--- config.mk ---
export PLATFORM = sky130hd
export DESIGN_NAME = mem_bus_bridge_flat
export DESIGN_NICKNAME = d
export VERILOG_FILES = /design/src/rtl/mem_bus_bridge_if.sv /design/src/rtl/mem_bus_bridge.sv /design/src/flat_wrapper.sv
export SDC_FILE = /design/constraint.sdc
export NUM_CORES = 1
export LEC_CHECK = 0
export BUFFER_PORTS_ARGS = -buffer_cell sky130_fd_sc_hd__buf_2
export CORE_ASPECT_RATIO = 1.25
export CORE_MARGIN = 2
export CORE_UTILIZATION = 45
export CTS_CLUSTER_DIAMETER = 120
export CTS_CLUSTER_SIZE = 30
export DETAILED_ROUTE_END_ITERATION = 16
export HOLD_SLACK_MARGIN = 0.05
export PLACE_DENSITY = 0.74
export SYNTH_ARGS = -nofsm -noshare
export SYNTH_HDL_FRONTEND = slang
export SYNTH_SLANG_ARGS = --single-unit
--- constraint.sdc ---
create_clock -name clk -period 3.5 [get_ports clk]
set_input_delay 0.175 -clock clk [delete_from_list [all_inputs] [get_ports clk]]
set_output_delay 0.175 -clock clk [all_outputs]
set_load 0.02 [all_outputs]
--- src/rtl/mem_bus_bridge_if.sv ---
// CPU-side data bus between the MMU wrapper (master) and the bridge (slave).
// db_accessType encodings: 0 = NONE, 1 = R, 2 = W, 3 = X.
interface mem_bus_bridge_if;
  logic [31:0] db_addr;
  logic [31:0] db_dataOut;
  logic [1:0]  db_accessType;
  logic [31:0] db_dataIn;
  logic        db_ready;

  modport master (
    output db_addr, db_dataOut, db_accessType,
    input  db_dataIn, db_ready
  );

  modport slave (
    input  db_addr, db_dataOut, db_accessType,
    output db_dataIn, db_ready
  );
endinterface

--- src/rtl/mem_bus_bridge.sv ---
// Physical-bus slave: decodes one db_* request at a time into a synchronous
// RAM access, a req/ack MMIO access or an error, and returns a one-cycle
// db_ready pulse with registered read data.
module mem_bus_bridge #(
  parameter logic [31:0] RAM_BASE    = 32'h0000_0000,
  parameter int          RAM_AW_LOG2 = 16,
  parameter logic [31:0] IO_BASE     = 32'hFFFF_0000,
  parameter int          IO_AW_LOG2  = 12,
  parameter int          RAM_LAT     = 1,
  parameter int          IO_TIMEOUT  = 255
) (
  input  logic                   clk,
  input  logic                   res,
  mem_bus_bridge_if.slave        db,
  output logic                   ram_en,
  output logic                   ram_we,
  output logic [RAM_AW_LOG2-3:0] ram_addr,
  output logic [31:0]            ram_wdata,
  input  logic [31:0]            ram_rdata,
  output logic                   io_req,
  output logic                   io_we,
  output logic [IO_AW_LOG2-1:0]  io_addr,
  output logic [31:0]            io_wdata,
  input  logic [31:0]            io_rdata,
  input  logic                   io_ack,
  output logic                   bus_err,
  output logic [31:0]            err_addr
);

  localparam logic [1:0] ACC_NONE = 2'd0;
  localparam logic [1:0] ACC_W    = 2'd2;
  localparam logic [1:0] ACC_X    = 2'd3;

  localparam int CNT_MAX = (RAM_LAT > IO_TIMEOUT) ? RAM_LAT : IO_TIMEOUT;
  localparam int CNT_W   = $clog2(CNT_MAX + 1);

  localparam logic [31:0] RAM_MASK = ~((32'd1 << RAM_AW_LOG2) - 32'd1);
  localparam logic [31:0] IO_MASK  = ~((32'd1 << IO_AW_LOG2) - 32'd1);

  typedef enum logic [1:0] {S_IDLE, S_RAM, S_IO, S_RESP} state_t;

  state_t                r_state, nxt_state;
  logic [CNT_W-1:0]      r_cnt, nxt_cnt;
  logic                  r_is_wr, nxt_is_wr;
  logic [31:0]           r_addr, nxt_addr;
  logic [31:0]           r_data_in, nxt_data_in;
  logic                  r_ready, nxt_ready;
  logic                  r_bus_err, nxt_bus_err;
  logic [31:0]           r_err_addr, nxt_err_addr;
  logic                  r_io_req, nxt_io_req;
  logic                  r_io_we, nxt_io_we;
  logic [IO_AW_LOG2-1:0] r_io_addr, nxt_io_addr;
  logic [31:0]           r_io_wdata, nxt_io_wdata;

  logic        w_req, w_aligned, w_ram_hit, w_io_hit, w_is_wr;
  logic        w_ram_en, w_err;
  logic [31:0] w_err_addr_src;

  // Request decode, evaluated on the live bus while idle
  assign w_req     = (db.db_accessType != ACC_NONE);
  assign w_is_wr   = (db.db_accessType == ACC_W);
  assign w_aligned = (db.db_addr[1:0] == 2'b00);
  assign w_ram_hit = ((db.db_addr & RAM_MASK) == RAM_BASE);
  assign w_io_hit  = ((db.db_addr & IO_MASK) == IO_BASE);

  // The RAM strobe is issued in the same cycle the request is seen so that
  // read data is valid RAM_LAT cycles later and the response lands at RAM_LAT+1.
  assign ram_en    = w_ram_en;
  assign ram_we    = w_ram_en & w_is_wr;
  assign ram_addr  = db.db_addr[RAM_AW_LOG2-1:2];
  assign ram_wdata = db.db_dataOut;

  assign io_req    = r_io_req;
  assign io_we     = r_io_we;
  assign io_addr   = r_io_addr;
  assign io_wdata  = r_io_wdata;

  assign bus_err      = r_bus_err;
  assign err_addr     = r_err_addr;
  assign db.db_dataIn = r_data_in;
  assign db.db_ready  = r_ready;

  // Next-state and next-register computation; all error paths funnel into one completion block
  always_comb begin
    nxt_state      = r_state;
    nxt_cnt        = r_cnt;
    nxt_is_wr      = r_is_wr;
    nxt_addr       = r_addr;
    nxt_data_in    = r_data_in;
    nxt_ready      = 1'b0;
    nxt_bus_err    = r_bus_err;
    nxt_err_addr   = r_err_addr;
    nxt_io_req     = r_io_req;
    nxt_io_we      = r_io_we;
    nxt_io_addr    = r_io_addr;
    nxt_io_wdata   = r_io_wdata;
    w_ram_en       = 1'b0;
    w_err          = 1'b0;
    w_err_addr_src = r_addr;

    case (r_state)
      S_IDLE: begin
        if (w_req) begin
          nxt_addr  = db.db_addr;
          nxt_is_wr = w_is_wr;
          if (!w_aligned) begin
            w_err          = 1'b1;
            w_err_addr_src = db.db_addr;
          end else if (w_ram_hit) begin
            w_ram_en  = 1'b1;
            nxt_cnt   = CNT_W'(RAM_LAT);
            nxt_state = S_RAM;
          end else if (w_io_hit && (db.db_accessType != ACC_X)) begin
            nxt_io_req   = 1'b1;
            nxt_io_we    = w_is_wr;
            nxt_io_addr  = db.db_addr[IO_AW_LOG2-1:0];
            nxt_io_wdata = db.db_dataOut;
            nxt_cnt      = CNT_W'(IO_TIMEOUT);
            nxt_state    = S_IO;
          end else begin
            // X into MMIO space, or no window matched
            w_err          = 1'b1;
            w_err_addr_src = db.db_addr;
          end
        end
      end

      S_RAM: begin
        if (r_cnt == CNT_W'(1)) begin
          // Writes leave the returned data untouched
          if (!r_is_wr) nxt_data_in = ram_rdata;
          nxt_state = S_RESP;
          nxt_ready = 1'b1;
        end else begin
          nxt_cnt = r_cnt - CNT_W'(1);
        end
      end

      S_IO: begin
        // An ack coinciding with the last timeout cycle still completes normally
        if (io_ack) begin
          nxt_io_req = 1'b0;
          nxt_io_we  = 1'b0;
          if (!r_is_wr) nxt_data_in = io_rdata;
          nxt_state  = S_RESP;
          nxt_ready  = 1'b1;
        end else if (r_cnt == CNT_W'(1)) begin
          nxt_io_req = 1'b0;
          nxt_io_we  = 1'b0;
          w_err      = 1'b1;
        end else begin
          nxt_cnt = r_cnt - CNT_W'(1);
        end
      end

      S_RESP: nxt_state = S_IDLE;

      default: nxt_state = S_IDLE;
    endcase

    // Error completion: zero data, sticky flag, first offending address only
    if (w_err) begin
      nxt_data_in = '0;
      nxt_bus_err = 1'b1;
      if (!r_bus_err) nxt_err_addr = w_err_addr_src;
      nxt_state   = S_RESP;
      nxt_ready   = 1'b1;
    end
  end

  // State and datapath registers; reset clears everything including a live io_req
  always_ff @(posedge clk or negedge res) begin
    if (!res) begin
      r_state    <= S_IDLE;
      r_cnt      <= '0;
      r_is_wr    <= 1'b0;
      r_addr     <= '0;
      r_data_in  <= '0;
      r_ready    <= 1'b0;
      r_bus_err  <= 1'b0;
      r_err_addr <= '0;
      r_io_req   <= 1'b0;
      r_io_we    <= 1'b0;
      r_io_addr  <= '0;
      r_io_wdata <= '0;
    end else begin
      r_state    <= nxt_state;
      r_cnt      <= nxt_cnt;
      r_is_wr    <= nxt_is_wr;
      r_addr     <= nxt_addr;
      r_data_in  <= nxt_data_in;
      r_ready    <= nxt_ready;
      r_bus_err  <= nxt_bus_err;
      r_err_addr <= nxt_err_addr;
      r_io_req   <= nxt_io_req;
      r_io_we    <= nxt_io_we;
      r_io_addr  <= nxt_io_addr;
      r_io_wdata <= nxt_io_wdata;
    end
  end

endmodule

--- src/flat_wrapper.sv ---
// flat-port wrapper written by rule: the top's interface ports become plain ports
module mem_bus_bridge_flat 
#(
  parameter logic [31:0] RAM_BASE    = 32'h0000_0000,
  parameter int          RAM_AW_LOG2 = 16,
  parameter logic [31:0] IO_BASE     = 32'hFFFF_0000,
  parameter int          IO_AW_LOG2  = 12,
  parameter int          RAM_LAT     = 1,
  parameter int          IO_TIMEOUT  = 255
)
  (clk, res, ram_en, ram_we, ram_addr, ram_wdata, ram_rdata, io_req, io_we, io_addr, io_wdata, io_rdata, io_ack, bus_err, err_addr, db_db_addr, db_db_dataOut, db_db_accessType, db_db_dataIn, db_db_ready);
  mem_bus_bridge_if db_i ();
  input  logic clk;
  input  logic res;
  output logic ram_en;
  output logic ram_we;
  output logic [RAM_AW_LOG2-3:0] ram_addr;
  output logic [31:0] ram_wdata;
  input  logic [31:0] ram_rdata;
  output logic io_req;
  output logic io_we;
  output logic [IO_AW_LOG2-1:0] io_addr;
  output logic [31:0] io_wdata;
  input  logic [31:0] io_rdata;
  input  logic io_ack;
  output logic bus_err;
  output logic [31:0] err_addr;
  input wire logic [$bits(db_i.db_addr)-1:0] db_db_addr;
  input wire logic [$bits(db_i.db_dataOut)-1:0] db_db_dataOut;
  input wire logic [$bits(db_i.db_accessType)-1:0] db_db_accessType;
  output wire logic [$bits(db_i.db_dataIn)-1:0] db_db_dataIn;
  output wire logic [$bits(db_i.db_ready)-1:0] db_db_ready;
  assign db_i.db_addr = db_db_addr;
  assign db_i.db_dataOut = db_db_dataOut;
  assign db_i.db_accessType = db_db_accessType;
  assign db_db_dataIn = db_i.db_dataIn;
  assign db_db_ready = db_i.db_ready;
  mem_bus_bridge #(.RAM_BASE(RAM_BASE), .RAM_AW_LOG2(RAM_AW_LOG2), .IO_BASE(IO_BASE), .IO_AW_LOG2(IO_AW_LOG2), .RAM_LAT(RAM_LAT), .IO_TIMEOUT(IO_TIMEOUT)) u_core (.clk(clk), .res(res), .db(db_i), .ram_en(ram_en), .ram_we(ram_we), .ram_addr(ram_addr), .ram_wdata(ram_wdata), .ram_rdata(ram_rdata), .io_req(io_req), .io_we(io_we), .io_addr(io_addr), .io_wdata(io_wdata), .io_rdata(io_rdata), .io_ack(io_ack), .bus_err(bus_err), .err_addr(err_addr));
endmodule
# Word-level counts from Yosys, hierarchy flattened
# Index checks and enable logic that the tools add are counted.
# W data, S select, Z words.
# totals
register_bits	155
out_inout_bits	160
# classes
n_addsub	1
n_eq_ne	21
n_mux	52
bitwise_logic	3
reduce_logical	15
# ops
cell	n
$mux W32	10
$pmux W32 S2	1
$mux W8	6
$logic_not A32 Y1	1
$pmux W8 S3	1
$mux W1	22
$eq A20 B20 Y1 const B	1
$reduce_and A5 Y1	4
$mux W2	7
$ne A3 B1 Y1 const B	4
$eq A8 B1 Y1 const B	1
$pmux W1 S2	4
$pmux W2 S4	1
$sub A8 B1 Y8 const B	1
$eq A2 B2 Y1 const B	3
$ne A2 B1 Y1 const B	3
$ne A2 B2 Y1 const B	3
$ne A3 B2 Y1 const B	2
$ne A3 B3 Y1 const B	2
$reduce_and A6 Y1	1
$reduce_bool A3 Y1	2
$logic_not A2 Y1	2
$ne A4 B1 Y1 const B	1
$reduce_and A2 Y1	2
other kinds (5)	7

# Logic depth before layout (Yosys ltp)
# Gate-level depths: netlist of the first run.
# depth
depth_word	9
mapped_depth	10

# Least setup slack after synthesis of the first run
# Ideal clock, no wire load.
# synth_timing
path_kind	register -> register
start	register u_core.r_state[0]
end	register u_core.r_io_addr[10], in the netlist u_core.io_addr[10]
setup_time_ps	125
arrival_ps	2093
required_ps	3375
slack_ps	1282
stages_incl_launch_ff	10
cell_sequence	dfrtp_1 -> inv_1 -> ha_1 -> clkbuf_1 -> inv_1 -> a41oi_1 -> nor4b_1 -> buf_2 -> buf_2 -> mux2_2
# synth_between
elab_chain_cells	2
# synth_lines
element	line_no	source
start, declared	mem_bus_bridge.sv:42	state_t r_state, nxt_state;
start signal, assigned	mem_bus_bridge.sv:187	r_state <= nxt_state;
$logic_not A2 Y1	mem_bus_bridge.sv:101	case (r_state)
$reduce_and A5 Y1 (no line)	--	
end signal, assigned	mem_bus_bridge.sv:197	r_io_addr <= nxt_io_addr;
end, declared	mem_bus_bridge.sv:52	logic [IO_AW_LOG2-1:0] r_io_addr, nxt_io_addr;
# No other way between the ends.
# A chain may end at the register's enable or synchronous reset.

# Final worst setup path of the first run
# layout_timing
start	input db_db_addr[19]
end	register u_core.r_err_addr[2], in the netlist u_core.err_addr[2]
# layout_between
elab_chain_cells	8
word_cells_on_any_way	14
classes_between	eq/ne (1); mux (10); reduce/logical (3)
# layout_lines
element	line_no	source
start, declared	flat_wrapper.sv:28	input wire logic [$bits(db_i.db_addr)-1:0] db_db_addr;
$eq A20 B20 Y1	mem_bus_bridge.sv:64	assign w_io_hit = ((db.db_addr & IO_MASK) == IO_BASE);
$logic_and A1 B1 Y1	mem_bus_bridge.sv:113	end else if (w_io_hit && (db.db_accessType != ACC_X)) begin
$mux W1	mem_bus_bridge.sv:113	
$mux W1	mem_bus_bridge.sv:109	end else if (w_ram_hit) begin
$mux W1	mem_bus_bridge.sv:106	if (!w_aligned) begin
$mux W1	mem_bus_bridge.sv:103	if (w_req) begin
$pmux W1 S2	mem_bus_bridge.sv:101	
$reduce_and A2 Y1 (no line)	--	
end signal, assigned	mem_bus_bridge.sv:194	r_err_addr <= nxt_err_addr;
end, declared	mem_bus_bridge.sv:49	logic [31:0] r_err_addr, nxt_err_addr;
# Several ways; a longest one is shown, not always the timed one.

==> results.cfg, run 1 <==
[outcome]
status = completed

[run]
cap_violations = 0

[pwr]
seqPwrFrac = 0.340
sw_frac_of_total = 0.399
pwr_density_cell_mw_per_mm2 = 756
p_leak_nw = 5.33
p_switching_w = 0.00312
p_comb_frac = 0.430
p_int_w = 0.00471
power_w = 0.00783
ir_drop_mv = 0.422
clkPwrFrac = 0.229

[global_route]
grt_use_total = 0.218
grt_pass1_vias = 6179
globalRouteOverflowTotal = 0
antenna_found_initial = 0
grt_pass1_wl_um = 31400
grt_max_degree = 80

[synth]
synth_ff_type = dfrtp_1
syn_nets = 887
yosys-top-cells-area = dfrtp_1, mux2_2, a221oi_2
async_flop_share = 1.00
netlist_area_mm2 = 0.00784
synth_top_area_frac = 0.495
synth_seq_cells = 155
synth_edf_count = 0
yosysUniqueCellTypes = 63
yosys_warnings = 0
ys_seq_area_frac = 0.495
synthCells = 748
syn_avg_cell_area_um2 = 10.5
yosys.area.top_type = dfrtp_1

[sta]
finClkSkew_ns = 0.0124
fin_setup_tns_ns = 0
maxSlewViolCount = 0
max_freq_ghz = 0.343
hold_viol = 0
slew_headroom = 0.415
tightest_slew_ns = 0.870
setup_viol = 0
fin_crit_ns = 2.91
min_period_over_period = 0.832
rsz0062_at_grt = no

[finish]
diodes = 0
area_delta_synth_final_pct = 32.2
utilization = 0.613
final_net_count = 1183
drive_gt1_frac = 0.411

[die]
dieArea_mm2 = 0.0185
die_w_um = 122
num_rows = 53
pin_count = 293
start_util = 0.463
die_h_um = 152
core_area_mm2 = 0.0169

[setup_path]
rr_worst_depth = 7
end_kind = register
critical_path_required_ns = 3.78
crit_type = in -> reg
r2r_slack_ns = 0.80
crit_fanout = 30
startpoint_type = input pin
cp.arrival_ns = 3.19
rr_startpoint = u_core.r_state[0]
r2r_end = u_core.err_addr[25]

[clocking]
cts_resized = 0
holdBufCountCts = 65
cts_max_path_buffers = 2
cts_num_sinks = 155
cts_buffers = 17
post_cts_buffers = 0
insertion_delay_ns = 0.43
cts_root_buf = clkbuf_16
clkTransAtPathRegs_ns = 0.07
cts_tree = built
htree_levels = 4

[route]
drt_iter0_markers = 293
firstDrtPassIters = 5
routed_via_density = 5.15
post_drt_wl_per_cell_um = 16.0
vias = 6574
ant_nets = 0
wl_um = 20400
drcViolationCount = 0

[min_path]
worstHoldStart = db_db_addr[16]
holdCritPathClass = in -> reg
hold_depth = 3
holdPathEnd = u_core.r_addr[16]

[place]
dp_hpwl_um = 13800
portBuffers = 292
gp_congestion = 0.817
==> sequential cells by signal, indices dropped and copies added (netlist names) <==
register / flops
u_core.io_wdata: 32
u_core.r_cnt: 8
u_core.r_state: 2
u_core.io_req: 1
u_core.r_is_wr: 1
u_core.db.db_ready: 1
u_core.bus_err: 1
u_core.db.db_dataIn: 32
u_core.io_we: 1
u_core.err_addr: 32
u_core.io_addr: 12
u_core.r_addr: 32
==> placed cells by master (no fill, tap or decap), types with 28 or more instances in the layout <==
master	netlist	layout
nand2_1	71	71
dlygate4sd3_1	0	65
buf_2	8	291
a221oi_2	28	28
a22o_1	32	32
inv_1	101	101
dfrtp_1	155	155
nor3_1	36	36
mux2_2	46	46
o21ai_0	38	38
o22ai_1	31	31
==> kinds of logic (layout without fill, tap and decap cells) <==
group,count (synthesis),after routing,share of synthesized area
flops,155,155,0.495
compound gates,173,173,0.187
mux,52,52,0.0738
simple gates,169,169,0.111
buf+inv,193,502,0.123
fa+ha+maj,6,6,0.00958
==> Yosys cell counts (4+ instances only) <==
master / n
buf_4: 50
buf_2: 8
nor3_1: 36
inv_1: 101
nor2_1: 15
a21oi_1: 11
nor4_1: 4
buf_6: 6
nand3b_1: 4
ha_1: 6
dfrtp_1: 155
a22o_1: 32
a221oi_2: 28
a211oi_1: 5
mux2i_1: 6
mux2_2: 46
clkbuf_1: 25
nor2b_1: 4
o21ai_0: 38
nand2b_1: 6
o22ai_1: 31
nand2_1: 71
==> worst max-delay path, cell delays in order <==
cell and delay [ns]:
dlygate4sd3_1 0.54, buf_2 0.15, nor4_1 0.76, nand4_2 0.34
o22a_4 0.37, a211oi_4 0.23, buf_4 0.45, a221oi_1 0.15
==> metal layers <==
layer,vias to the layer above,share of wire,global-route usage
met3,32,0.070,0.0599
met5,-,0,0
met2,234,0.49,0.369
met4,0,0.021,0.0747
li1,3173,-,-
met1,3135,0.42,0.270
==> power groups by stage <==
stage	Clock (W)	Combinational, W	Sequential [W]
floorplan	0	0.00209	0.00302
global placement	0	0.00327	0.00267
detailed placement	0	0.00331	0.00269
CTS	0.00184	0.00339	0.00266
global route	0.00190	0.00369	0.00273
finish	0.00179	0.00337	0.00267
==> through the flow <==
step	setup slack, ns	hold WS [ns]	area [um^2]	std cells
5_1_grt	0.455	0.0814	10400	1277
2_1_floorplan	1.28	-0.121	7840	748
3_5_place_dp	0.766	0.258	9130	1180
4_1_cts	0.634	0.0543	10400	1277
6_report	0.587	0.0595	10400	1277
3_3_place_gp	0.859	0.259	9130	1180
==> area by class of cell <==
class / count / area, um^2
clock buffer: 18 / 439
clock inverter: 14 / 136
timing repair buffer: 369 / 2230
sequential: 155 / 3880
multi-input combinational: 400 / 3020
tap: 220 / 275
fill: 1359 / 6550
inverter: 101 / 379
==> worst max-delay path by stage <==
stage | from | end | slack, ns | cells past startpoint
2_1_floorplan | u_core.r_state[0] | u_core.io_addr[10] | 1.28 | 9
3_3_place_gp | db_db_addr[19] | u_core.err_addr[2] | 0.86 | 7
3_5_place_dp | db_db_addr[19] | u_core.err_addr[2] | 0.77 | 7
4_1_cts | db_db_addr[19] | u_core.err_addr[2] | 0.63 | 8
5_1_grt | db_db_addr[19] | u_core.err_addr[3] | 0.45 | 8
6_report | db_db_addr[19] | u_core.err_addr[2] | 0.59 | 8
Note: power is estimated with default switching activity, not from simulation.
==> run 2: changes to the inputs <==
--- a/config.mk
+++ b/config.mk
@@ -5,6 +5,7 @@
 export SDC_FILE = /design/constraint.sdc
 export NUM_CORES = 1
 export LEC_CHECK = 0
+export ABC_AREA = 1
 export BUFFER_PORTS_ARGS = -buffer_cell sky130_fd_sc_hd__buf_2
 export CORE_ASPECT_RATIO = 1.25
 export CORE_MARGIN = 2
@@ -13,7 +14,7 @@
 export CTS_CLUSTER_SIZE = 30
 export DETAILED_ROUTE_END_ITERATION = 16
 export HOLD_SLACK_MARGIN = 0.05
-export PLACE_DENSITY = 0.74
+export PLACE_DENSITY = 0.77
 export SYNTH_ARGS = -nofsm -noshare
 export SYNTH_HDL_FRONTEND = slang
 export SYNTH_SLANG_ARGS = --single-unit
==> constraint.sdc (replaced) <==
create_clock -name clk -period 2.45 [get_ports clk]
set_input_delay 0.1225 -clock clk [delete_from_list [all_inputs] [get_ports clk]]
set_output_delay 0.1225 -clock clk [all_outputs]
set_load 0.02 [all_outputs]
==> run 2 against run 1 <==
Compared with the run above: via count grew 14%; synthesized cell count grew 32%; wire length grew 3.0%; first-iteration DRC count grew 70%; area after synthesis shrank 2.3%; count of clock-buffer cells in the layout is the same; die area shrank 2.2%; sequential share of layout area shrank 0.082 points; flip-flop and latch count is the same; utilization grew 0.86 points; non-clock buffer count grew 19; sequential power grew 32%; critical endpoint is now u_core.db.db_dataIn[13].
==> results.cfg, run 2 <==
[outcome]
status = completed

[route]
wl_um = 21000
firstDrtPassIters = 5
drt_iter0_markers = 497
vias = 7467
routed_via_density = 4.87
drcViolationCount = 0
post_drt_wl_per_cell_um = 13.7
ant_nets = 0

[sta]
max_freq_ghz = 0.465
setup_viol = 0
fin_crit_ns = 2.15
rsz0062_at_grt = no
maxSlewViolCount = 0
fin_setup_tns_ns = 0
hold_viol = 0
final.setup.worst_slack_ns = 0.299
finClkSkew_ns = 0.0104
tightest_slew_ns = 0.649
slew_headroom = 0.563
min_period_over_period = 0.878

[global_route]
met2_usage = 0.404
grt_pass1_wl_um = 33800
grt_max_degree = 67
globalRouteOverflowTotal = 0
antenna_found_initial = 1
grt_use_total = 0.235
met3_usage = 0.0427
grt_pass1_vias = 7136
met1_usage = 0.280
top_usage_layer = met2

[clocking]
cts_tree = built
post_cts_buffers = 0
cts_max_path_buffers = 2
insertion_delay_ns = 0.42
htree_levels = 4
cts_buffers = 17
cts_num_sinks = 155
cts_root_buf = clkbuf_16
clkTransAtPathRegs_ns = 0.07

[synth]
async_flop_share = 1.00
netlist_area_mm2 = 0.00765
synth_top_area_frac = 0.507
yosys.area.top_type = dfrtp_1
synth_most_common_cell = nand2_1
yosys-top-cells-area = dfrtp_1, nand2_1, o21ai_0
ys_seq_area_frac = 0.507
synth_ff_type = dfrtp_1
yosysUniqueCellTypes = 33
synthCells = 986
syn_nets = 1125
synth_common_cells = nand2_1, dfrtp_1, o21ai_0
yosys_warnings = 0
synth_seq_cells = 155
syn_avg_cell_area_um2 = 7.76
synth_edf_count = 0

[setup_path]
crit_chain = dlygate4sd3_1 > buf_2 > nor2_1 > nand3_1 > nor2_1 > nand2_1 > nand2_1 > nand2_2 > nand2_4 > nand2_2 > buf_4 > a21oi_1 > nand3_1 > nand2_1
end_kind = register
crit_buf_inv = 3
path_delay_family = simple AND/OR/NAND/NOR gates
cp.arrival_ns = 2.51
crit_fanout = 33
max_stage_delay_ns = 0.55
crit_slowest_cell = dlygate4sd3_1
crit_top_cell = nand2_1
critical_path_required_ns = 2.81
startpoint_type = input pin
crit_type = in -> reg

[pwr]
p_leak_nw = 5.96
pwr_density_cell_mw_per_mm2 = 1030
ir_drop_mv = 0.682

[place]
dp_worst_setup_slack_ns = 0.302
dp_hpwl_um = 13800
portBuffers = 292
gp_congestion = 0.816

[die]
core_area_mm2 = 0.0167
pin_count = 293
start_util = 0.458
dieArea_mm2 = 0.0181
num_rows = 53
die_h_um = 150
die_w_um = 121

[finish]
mostFrequentLayoutCell = nand2_1
fill_cells = 1447
area_delta_synth_final_pct = 35.6
final_net_count = 1438
drive_gt1_frac = 0.275
final_cell_mix = nand2_1, buf_2, dfrtp_1

[run]
cap_violations = 0

[min_path]
holdCritPathClass = in -> reg
==> run 2: where the power goes <==
part,internal [W],total (W),switching [W]
Clock,0.00174,0.00280,0.00107
Combinational,0.00149,0.00438,0.00289
Sequential,0.00320,0.00353,0.000329
==> run 2: tightest hold or removal path: stages <==
cell and delay [ns]:
buf_2 0.09, nand2_1 0.06, a21oi_1 0.06, nand3_1 0.07, nand2_1 0.05
==> run 2: what timing repair did <==
| action | in CTS | in global routing |
|---|---|---|
| resized for setup | 0 | 2 |
| endpoints found under the hold margin | 145 | 0 |
| hold buffers | 77 | 0 |
| endpoints found under the setup margin | 0 | 2 |
==> run 2: final cells by class <==
cell class                      instances  area (um^2)  share of cell area
Tap cell                              220          275              0.0265
Timing Repair Buffer                  388         2410               0.232
Clock inverter                         13          191              0.0184
Antenna cell                            1         2.50            0.000241
Sequential cell                       155         3880               0.374
Clock buffer                           18          439              0.0423
Multi-Input combinational cell        673         2940               0.284
Inverter                               64          243              0.0234
==> run 2: per-stage QoR <==
step / instance area, um^2 / power [W] / hold WS (ns) / util / instances
after floorplan: 7650 / 0.00674 / -0.173 / - / 986
after global placement: 8970 / 0.00769 / 0.166 / 0.537 / 1423
after detailed placement: 8970 / 0.00784 / 0.160 / 0.537 / 1423
after CTS: 10400 / 0.0108 / 0.0501 / 0.621 / 1531
after global routing: 10400 / 0.0115 / 0.0675 / 0.621 / 1532
final: 10400 / 0.0107 / 0.0629 / 0.621 / 1532
==> run 2: cell families (layout without fill, tap and decap cells) <==
kind of cell	Yosys count	after routing	synth area share
AND/OR/NAND/NOR	529	529	0.280
buffers and inverters	158	483	0.109
adder cells (fa/ha/maj)	6	6	0.00981
AO/OA/AOI/OAI	136	136	0.0924
flip-flops	155	155	0.507
XOR/XNOR	2	2	0.00229
other	0	1	0
==> run 2: worst paths after layout <==
kind | end | cells after the start | start | slack, ns
worst max register to register | u_core.db.db_dataIn[13] | 10 | u_core.r_state[1] | 0.36
max in group asynchronous | u_core.err_addr[29] | 3 | res | 1.45
worst min register to register | u_core.db.db_dataIn[24] | 2 | u_core.db.db_dataIn[24] | 0.46
worst min-delay path | u_core.db.db_dataIn[9] | 5 | io_rdata[9] | 0.06
worst max-delay path | u_core.db.db_dataIn[13] | 14 | db_db_addr[20] | 0.30
min in group asynchronous | u_core.io_addr[8] | 2 | res | 0.25
==> run 2: layer usage <==
layer	wire [um]	up-vias
met1	8490	3471
met4	777	0
met3	981	65
met2	10800	260
met5	0	-
li1	-	3671
==> run 3: changes to the inputs <==
--- a/config.mk
+++ b/config.mk
@@ -9,12 +9,11 @@
 export BUFFER_PORTS_ARGS = -buffer_cell sky130_fd_sc_hd__buf_2
 export CORE_ASPECT_RATIO = 1.25
 export CORE_MARGIN = 2
-export CORE_UTILIZATION = 45
+export CORE_UTILIZATION = 35
 export CTS_CLUSTER_DIAMETER = 120
 export CTS_CLUSTER_SIZE = 30
 export DETAILED_ROUTE_END_ITERATION = 16
 export HOLD_SLACK_MARGIN = 0.05
-export PLACE_DENSITY = 0.77
 export SYNTH_ARGS = -nofsm -noshare
 export SYNTH_HDL_FRONTEND = slang
 export SYNTH_SLANG_ARGS = --single-unit
==> run 3 against run 2 <==
Compared with the run above: maximum frequency down 2.6%; non-clock buffer count up 8; sequential share of layout area down 0.65 points; clock skew up 0.0046 ns; register-to-register slack worse by 0.12 ns; global-route usage down 4.6 points; worst hold slack better by 0.0021 ns; flip-flop and latch count unchanged; first-iteration DRC count down 25%; critical path type is now reg -> reg.
==> results.cfg, run 3 (same netlist as run 2, synthesis figures left out) <==
[outcome]
status = completed

[pwr]
p_leak_nw = 6.00
pwr_density_cell_mw_per_mm2 = 1020
ir_drop_mv = 0.570

[die]
die_h_um = 169
die_w_um = 136
num_rows = 60
core_area_mm2 = 0.0215
start_util = 0.357
pin_count = 293
dieArea_mm2 = 0.0231

[min_path]
holdCritPathClass = in -> reg

[clocking]
cts_num_sinks = 155
insertion_delay_ns = 0.43
cts_tree = built
cts_max_path_buffers = 2
cts_root_buf = clkbuf_16
post_cts_buffers = 0
htree_levels = 4
cts_buffers = 17
clkTransAtPathRegs_ns = 0.07

[place]
dp.cells = 1482
gp_congestion = 0.841
dp_worst_setup_slack_ns = 0.352
postPlaceCellArea_mm2 = 0.00908
portBuffers = 292
dp_hpwl_um = 14900

[setup_path]
end_kind = register
crit_type = reg -> reg
crit_fanout = 9
cp.arrival_ns = 2.53
startpoint_type = register
critical_path_required_ns = 2.77

[sta]
hold_viol = 0
slew_headroom = 0.674
final.setup.worst_slack_ns = 0.242
max_freq_ghz = 0.453
rsz0062_at_grt = no
fin_setup_tns_ns = 0
setup_viol = 0
tightest_slew_ns = 0.490
fin_crit_ns = 2.21
min_period_over_period = 0.901
maxSlewViolCount = 0
finClkSkew_ns = 0.0149

[global_route]
grt_pass1_wl_um = 34700
globalRouteOverflowTotal = 0
antenna_found_initial = 1
grt_pass1_vias = 6993
grt_use_total = 0.189
grt_max_degree = 64

[route]
routed_via_density = 4.62
drcViolationCount = 0
firstDrtPassIters = 5
ant_nets = 0
post_drt_wl_per_cell_um = 13.6
vias = 7382
wl_um = 21800
drt_iter0_markers = 374

[finish]
final_cells = 1599
area_delta_synth_final_pct = 38.0
drive_gt1_frac = 0.275
final_cell_area_mm2 = 0.0106
mostFrequentLayoutCell = nand2_1
final_net_count = 1446
diodes = 0
final_cell_mix = nand2_1, buf_2, dfrtp_1

[run]
cap_violations = 0
## run 3: cell count changes in the layout (fill, tap and decap cells not counted), moves of 2 or more
cell,change
dlygate4sd3_1,+8
buf_12,+3
buf_4,-3
clkinv_4,-2
inv_6,+4
## run 3: area by class of cell
cell class / instances / area (um^2)
Fill cell: 2139 / 10900
Clock buffer: 18 / 439
Inverter: 64 / 240
Multi-Input combinational cell: 673 / 2950
Tap cell: 279 / 349
Sequential cell: 155 / 3880
Clock inverter: 14 / 181
Timing Repair Buffer: 396 / 2520
## run 3: final timing paths
check	from	end	slack [ns]	cells after the start
worst min register to register	u_core.db.db_dataIn[21]	u_core.db.db_dataIn[21]	0.47	2
worst max-delay path	u_core.r_cnt[1]	u_core.db.db_dataIn[12]	0.24	12
worst min-delay path	ram_rdata[3]	u_core.db.db_dataIn[3]	0.06	5
min in group asynchronous	res	u_core.io_addr[9]	0.19	2
max in group asynchronous	res	u_core.r_cnt[4]	1.58	3
worst max register to register	u_core.r_cnt[1]	u_core.db.db_dataIn[12]	0.24	12
## run 3: metrics by stage
step	total power [W]	hold slack, ns	util
final	0.0108	0.0650	0.492
after global routing	0.0117	0.0614	0.492
after CTS	0.0109	0.0503	0.492
after detailed placement	0.00789	0.0916	0.423
after global placement	0.00783	0.0914	0.423
after floorplan	0.00674	-0.173	-
## run 3: timing repair
action	CTS	global route
resized for setup	0	2
hold buffers	85	0
hold endpoints to repair	132	0
endpoints found under the setup margin	0	3
## run 3: metal layers
layer	global-route usage	vias up	wire, um
met5	0	-	13
met4	0.0870	2	805
met3	0.0424	53	978
met2	0.318	204	10900
met1	0.229	3430	9120
li1	-	3693	-
## run 3: worst max-delay path, cell delays in order, from the launching register on
cell	delay (ns)
dfrtp_1	0.38
inv_1	0.09
ha_1	0.15
nand3_1	0.11
nor2_4	0.16
inv_2	0.05
nor2_2	0.08
nand2_2	0.13
nand2_4	0.19
a21oi_1	0.06
dlygate4sd3_1	0.56
nand3_1	0.08
nand2_1	0.05
## run 3: report_power, final
part	leakage [nW]	internal (W)	switching [W]	total (W)
Clock	0.297	0.00166	0.00114	0.00279
Sequential	2.03	0.00320	0.000318	0.00352
Combinational	3.68	0.00156	0.00291	0.00447
Total	6.00	0.00642	0.00437	0.0108
